[config.mk]
export PLATFORM = sky130hd
export DESIGN_NAME = alu_issue_queue
export DESIGN_NICKNAME = d
export VERILOG_FILES = /design/src/rtl/alu_issue_queue_pkg.sv /design/src/rtl/alu_issue_queue_age_select.sv /design/src/rtl/alu_issue_queue.sv
export SDC_FILE = /design/constraint.sdc
export NUM_CORES = 2
export LEC_CHECK = 0
export ABC_CLOCK_PERIOD_IN_PS = 40000
export CORE_ASPECT_RATIO = 1.5
export CORE_MARGIN = 2
export CORE_UTILIZATION = 62
export CTS_CLUSTER_SIZE = 25
export DETAILED_ROUTE_END_ITERATION = 8
export GPL_TIMING_DRIVEN = 0
export PLACE_DENSITY = 0.8
export SYNTH_ARGS = -nofsm -noshare
export SYNTH_HDL_FRONTEND = slang
export SYNTH_SLANG_ARGS = --single-unit
[constraint.sdc]
create_clock -name clk -period 40 [get_ports clk]
set_clock_uncertainty 0.1 [all_clocks]
set_input_delay 12 -clock clk [delete_from_list [all_inputs] [get_ports clk]]
set_output_delay 12 -clock clk [all_outputs]
set_load 0.02 [all_outputs]
[src/rtl/alu_issue_queue_pkg.sv]
// Shared types and ROB-tag arithmetic for the ALU issue queue.
package alu_issue_queue_pkg;

  localparam int IQ_PREG_W = 7;
  localparam int IQ_ROB_SZ = 16;
  localparam int ROB_W     = 5;

  typedef struct packed {
    logic [IQ_PREG_W-1:0] pd;
    logic [IQ_PREG_W-1:0] ps1;
    logic [IQ_PREG_W-1:0] ps2;
    logic [ROB_W-1:0]     rob_index;
    logic [6:0]           Opcode;
    logic [2:0]           func3;
    logic [6:0]           func7;
    logic [31:0]          imm;
  } rs_data;

  typedef struct packed {
    logic   valid;
    logic   rdy1;
    logic   rdy2;
    rs_data data;
  } iq_entry_t;

  // Distance of tag past head on the circular ROB; smaller is older.
  function automatic logic [ROB_W-1:0] rob_age(input logic [ROB_W-1:0] tag,
                                               input logic [ROB_W-1:0] head,
                                               input int sz);
    int d;
    d = (int'(tag) - int'(head)) % sz;
    if (d < 0) d = d + sz;
    return ROB_W'(d);
  endfunction

  // True when t lies strictly after start_excl and before end_excl.
  function automatic logic rob_in_range(input logic [ROB_W-1:0] t,
                                        input logic [ROB_W-1:0] start_excl,
                                        input logic [ROB_W-1:0] end_excl,
                                        input int sz);
    return rob_age(t, start_excl + 5'd1, sz) < rob_age(end_excl, start_excl + 5'd1, sz);
  endfunction

endpackage

[src/rtl/alu_issue_queue_age_select.sv]
// Oldest-ready picker: eligible mask plus per-entry ROB age -> one-hot grant and index.
module alu_issue_queue_age_select
  import alu_issue_queue_pkg::*;
#(
  parameter int DEPTH = 8,
  parameter int IW    = 3
) (
  input  logic [DEPTH-1:0]            elig,
  input  logic [DEPTH-1:0][ROB_W-1:0] age,
  output logic [DEPTH-1:0]            grant,
  output logic [IW-1:0]               idx,
  output logic                        any
);

  logic [ROB_W-1:0] best;

  // Ages of valid entries are unique, so strict less-than never has to break a tie.
  always_comb begin
    any  = 1'b0;
    idx  = '0;
    best = '1;
    for (int i = 0; i < DEPTH; i++) begin
      if (elig[i] && (!any || age[i] < best)) begin
        any  = 1'b1;
        idx  = IW'(i);
        best = age[i];
      end
    end
    grant = '0;
    if (any) grant[idx] = 1'b1;
  end

endmodule

[src/rtl/alu_issue_queue.sv]
// ALU reservation station: holds dispatched ops, wakes operands off the CDB,
// issues the oldest ready op each cycle and squashes wrong-path entries.
module alu_issue_queue
  import alu_issue_queue_pkg::*;
#(
  parameter int DEPTH  = 8,
  parameter int PREG_W = IQ_PREG_W,
  parameter int ROB_SZ = IQ_ROB_SZ
) (
  input  logic              clk,
  input  logic              reset,
  input  logic              disp_valid,
  input  rs_data            disp_data,
  input  logic              disp_ps1_rdy,
  input  logic              disp_ps2_rdy,
  output logic              rs_ready,
  input  logic              cdb_valid,
  input  logic [PREG_W-1:0] cdb_tag,
  input  logic [ROB_W-1:0]  rob_head,
  input  logic              fu_ready,
  output logic              issued,
  output rs_data            issue_data,
  input  logic              mispredict,
  input  logic [ROB_W-1:0]  mispredict_tag,
  input  logic [ROB_W-1:0]  curr_rob_tag
);

  localparam int IW = (DEPTH > 1) ? $clog2(DEPTH) : 1;
  localparam int CW = $clog2(DEPTH + 1);

  iq_entry_t [DEPTH-1:0]            ent_q, ent_d;
  logic [CW-1:0]                    count_q, count_d;
  logic                             issued_q, issued_d;
  rs_data                           issue_data_q, issue_data_d;

  logic [DEPTH-1:0]                 elig, grant, flush_mask;
  logic [DEPTH-1:0][ROB_W-1:0]      age;
  logic [IW-1:0]                    gidx, free_idx;
  logic                             any_elig, disp_fire, issue_fire;

  // Physical register 0 is hardwired; it is always dispatched ready and never woken.
  function automatic logic cdb_hit(input logic v, input logic [PREG_W-1:0] tag,
                                   input logic [IQ_PREG_W-1:0] ps);
    return v && (ps != '0) && (ps == tag);
  endfunction

  always_comb begin
    for (int i = 0; i < DEPTH; i++) begin
      elig[i]       = ent_q[i].valid & ent_q[i].rdy1 & ent_q[i].rdy2;
      age[i]        = rob_age(ent_q[i].data.rob_index, rob_head, ROB_SZ);
      flush_mask[i] = ent_q[i].valid &
                      rob_in_range(ent_q[i].data.rob_index, mispredict_tag, curr_rob_tag, ROB_SZ);
    end
  end

  always_comb begin
    free_idx = '0;
    for (int i = DEPTH - 1; i >= 0; i--)
      if (!ent_q[i].valid) free_idx = IW'(i);
  end

  alu_issue_queue_age_select #(.DEPTH(DEPTH), .IW(IW)) u_sel (
    .elig  (elig),
    .age   (age),
    .grant (grant),
    .idx   (gidx),
    .any   (any_elig)
  );

  // Space is judged on the registered count only; an issue this cycle frees nothing yet.
  assign rs_ready   = (count_q != CW'(DEPTH));
  assign disp_fire  = disp_valid & rs_ready & ~mispredict;
  assign issue_fire = fu_ready & any_elig & ~mispredict;

  always_comb begin
    ent_d        = ent_q;
    issued_d     = issue_fire;
    issue_data_d = issue_fire ? ent_q[gidx].data : issue_data_q;

    for (int i = 0; i < DEPTH; i++) begin
      if (cdb_hit(cdb_valid, cdb_tag, ent_q[i].data.ps1)) ent_d[i].rdy1 = 1'b1;
      if (cdb_hit(cdb_valid, cdb_tag, ent_q[i].data.ps2)) ent_d[i].rdy2 = 1'b1;
      if (mispredict && flush_mask[i]) ent_d[i].valid = 1'b0;
      if (issue_fire && grant[i])      ent_d[i].valid = 1'b0;
    end

    // Slot comes from the start-of-cycle free set, so it never collides with the issuing entry.
    if (disp_fire) begin
      ent_d[free_idx].valid = 1'b1;
      ent_d[free_idx].data  = disp_data;
      ent_d[free_idx].rdy1  = disp_ps1_rdy | cdb_hit(cdb_valid, cdb_tag, disp_data.ps1);
      ent_d[free_idx].rdy2  = disp_ps2_rdy | cdb_hit(cdb_valid, cdb_tag, disp_data.ps2);
    end

    count_d = '0;
    for (int i = 0; i < DEPTH; i++)
      count_d = count_d + CW'(ent_d[i].valid);
  end

  always_ff @(posedge clk or negedge reset) begin
    if (!reset) begin
      ent_q        <= '0;
      count_q      <= '0;
      issued_q     <= 1'b0;
      issue_data_q <= '0;
    end else begin
      ent_q        <= ent_d;
      count_q      <= count_d;
      issued_q     <= issued_d;
      issue_data_q <= issue_data_d;
    end
  end

  assign issued     = issued_q;
  assign issue_data = issue_data_q;

endmodule
==> impl_results.md <==
- Minimum clock period: 30.16 ns
- Outcome: finished with violations
- Setup crit start: rob_head[1]
- YS warnings: 0
- Die width: just over 200 um
- Met1 usage: 48.3%
- Post-DR wirelength/cell: ~28 um
- WP buf/inv: 11
- Total power after layout: between 2 and 3 mW
- Synthesized net count: 3,808
- RSZ-0062 raised after global routing: no
- FP Rows: 111
- Register bit total from synthesis: ~700
- Setup CP Type: in -> reg
- Met2 usage: 65.9%
- Distinct cells, synth: 73
- Clk sinks: around 700
- Normalized max-slew margin: -4.08%
- Routability cong.: 0.971
- Crit start category: input pin
- Reg clk slew, reported paths: about 0.070 ns
- RR Endpoint: count_q[2]$_DFF_PN0_
- Cts repair resizes: 0
- Async S/R FF share, synth: 100%
- Critical Path Most Common Cell: ha_1
- Fillers: approximately 4,500
- Critical Path End: count_q[2]$_DFF_PN0_
- Levels on crit path: 70
- Achievable Freq: about 33 MHz
- GR Util All Layers: 40.9%
- Cells after synthesis: roughly 3,600
- GRT busiest layer: met2
- DRC: 0
- Reg2Reg Depth: 68
- CTS tree: done
- Detailed Route WL: 129 mm
- Clock Latency Late Sink: 0.64 ns
- Gr ovfl total: 0
- P_leak: roughly 19 nW
- Slowest stage delay, CP: around 0.79 ns
- Syn_area_per_cell: about 11 um2
- Vias/cell: between 6 and 7
- IO buf count: roughly 150
- Hold-fix buffers, CTS: 0
- Max VDD drop: 46.7 uV
- Final Cell Area: 0.0432 mm2
- Layout Nets: around 4,000
- CP max-delay cell: o31ai_2
- Crit Path Max Fanout: 16
- Die H: just over 300 um
- Power per Cell Area: about 60 mW/mm2
- Post-CTS Setup Bufs: 0
- CTS max path bufs: 3
- Initial antenna violation count: 7
- Initial drt markers: 2,917
- Final Max Tran Viols: 11
- Via count: ~32,000
- Worst Path Arrival: 30.57 ns
- Largest net degree at the start of global routing: around 120
- Reg-to-reg slack, setup: about 22 ns
- Post-synth EDFFs: 0
- CP top delay family: compound AO/OA/AOI/OAI gates
- Layout cells sized above 1: approximately a fifth
- Antenna-violating nets left: 0
- DRT Pass-1 Iters: 6
- CORE AREA: just over 0.06 mm2
- GR Util met3: under 10%
- CP required: between 40 and 50 ns
- Post-Syn Area: about 0.038 mm2
- Root buf cell: clkbuf_16
- Final Hold Fails: 0
- Violated checks: capacitance limit, slew limit
- Vias in the first global route: about 33,000
- Finished Layout Cells: about 4,700
- Ports: 182
- Maxcap violations: 1
- Starting density of the core: a little over three fifths
- DP Cell Count: ~4,500
- Setup Viol. Count Final: 0
- Worst min-delay path category: reg -> reg
- Most used flip-flop cell after synthesis: dfrtp_1
- DIE AREA: approximately 0.064 mm2
- Worst setup EP type: register
- Dpl cell area: a little over 0.04 mm2
- Final period util: around 75%
- Tightest Pin Transition: 1.56 ns
- HPWL after DPL: between 90 and 100 mm
- Seq/Total Area, Yosys: a little under half
- Layout area overhead: 13.2%
- TritonCTS Buffers: between 60 and 70
- First-pass GRT wire length: just under 200 mm
- H-tree depth: 3
[cell type report]
cell class | count | area, um2 | share of cell area (%)
clock inverter | 22 | 268 | 0.620
inverter | 91 | 342 | 0.790
multi-input combinational | 2495 | 19000 | 43.9
tap | 791 | 990 | 2.29
buffer | 292 | 1250 | 2.89
sequential | 704 | 17600 | 40.8
timing repair buffer | 160 | 1710 | 3.95
clock buffer | 101 | 2050 | 4.74
antenna | 4 | 10.0 | 0.0232
[cell usage after synthesis, drive strengths merged (2+ instances only)]
master   instances  area share (%)
dfrtp          704              46
mux2           574              17
o21ai          282             3.7
nand3          243             3.2
clkbuf         210             2.1
nand4          155             2.6
a21oi          152             2.0
nand2          144             1.4
nor2           137             1.3
xor2           106             2.4
a21o           101             2.0
ha             100             3.3
o2111ai         94             2.2
inv             91            0.89
buf             82             1.2
nand2b          81             1.3
a211o           76             1.7
xnor2           55             1.3
nor4            37            0.65
nor3            35            0.49
fa              21             1.1
nor2b           13            0.21
and3            11            0.19
nand3b           9            0.18
a31oi            6           0.098
o211ai           6            0.12
mux2i            5            0.13
o21a             5           0.098
and2             4           0.066
o311ai           4           0.092
a211oi           3           0.059
or2              3           0.049
a221oi           2           0.046
a22oi            2           0.052
a31o             2           0.046
o21bai           2           0.039
o22a             2           0.046
o22ai            2           0.033
o311a            2           0.052
o31a             2           0.046
o31ai            2           0.088
or3              2           0.046
or4              2           0.039
[per-layer routing]
| layer | vias up | part of all wire (%) |
|---|---|---|
| li1 | 13500 | - |
| met1 | 16000 | 36 |
| met2 | 1728 | 48 |
| met3 | 568 | 8.7 |
| met4 | 8 | 7.5 |
| met5 | - | 0.043 |
[power breakdown]
| group | internal [mW] | leakage (nW) | switching, mW |
|---|---|---|---|
| clock network | 0.389 | 1.15 | 0.292 |
| registers | 0.887 | 9.18 | 0.148 |
| logic | 0.370 | 9.00 | 0.507 |
[placed cells by master (no fill, tap or decap), types with 34 or more instances in the layout]
cell type and instances:
o21ai_0 279, ha_1 100, dfrtp_1 704, nor3_1 34, nand2_1 144, nand4_1 154
clkbuf_1 221, nand3_1 242, o2111ai_1 94, inv_1 90, a21oi_1 151, clkbuf_16 70
mux2_2 574, xor2_1 106, nand2b_1 80, a211o_1 76, buf_2 37, xnor2_1 55
clkdlybuf4s50_1 152, a21o_1 101, nor2_1 137, nor4_1 36
[worst min path at each step]
stage              from  endpoint  slack, ns  depth (start not counted)
6_report       register  register       0.40                          1
5_1_grt        register  register       0.41                          1
4_1_cts        register  register       0.40                          1
3_5_place_dp   register  register       0.39                          1
3_3_place_gp   register  register       0.38                          1
2_1_floorplan  register  register       0.37                          1
[cell families (layout without fill, tap and decap cells)]
family | after synthesis | count (layout) | synth area share [%]
AO/OA/AOI/OAI | 755 | 755 | 12.7
XOR/XNOR | 161 | 161 | 3.69
adder cells (fa/ha/maj) | 121 | 121 | 4.38
buffers and inverters | 383 | 666 | 4.16
flip-flops | 704 | 704 | 46.1
multiplexers | 579 | 579 | 17.1
other | 0 | 4 | 0
AND/OR/NAND/NOR | 879 | 879 | 11.8
[per-stage QoR]
step	setup slack (ns)	utilization, %	setup TNS (ns)	hold slack (ns)
floorplan	13.46	-	0	0.372
global placement	-4.96	66.8	-3382.46	0.380
detailed placement	9.61	67.1	0	0.386
CTS	10.16	70.9	0	0.400
global route	8.94	70.9	0	0.408
finish	9.84	70.9	0	0.398
Note: power is estimated with default switching activity, not from simulation.
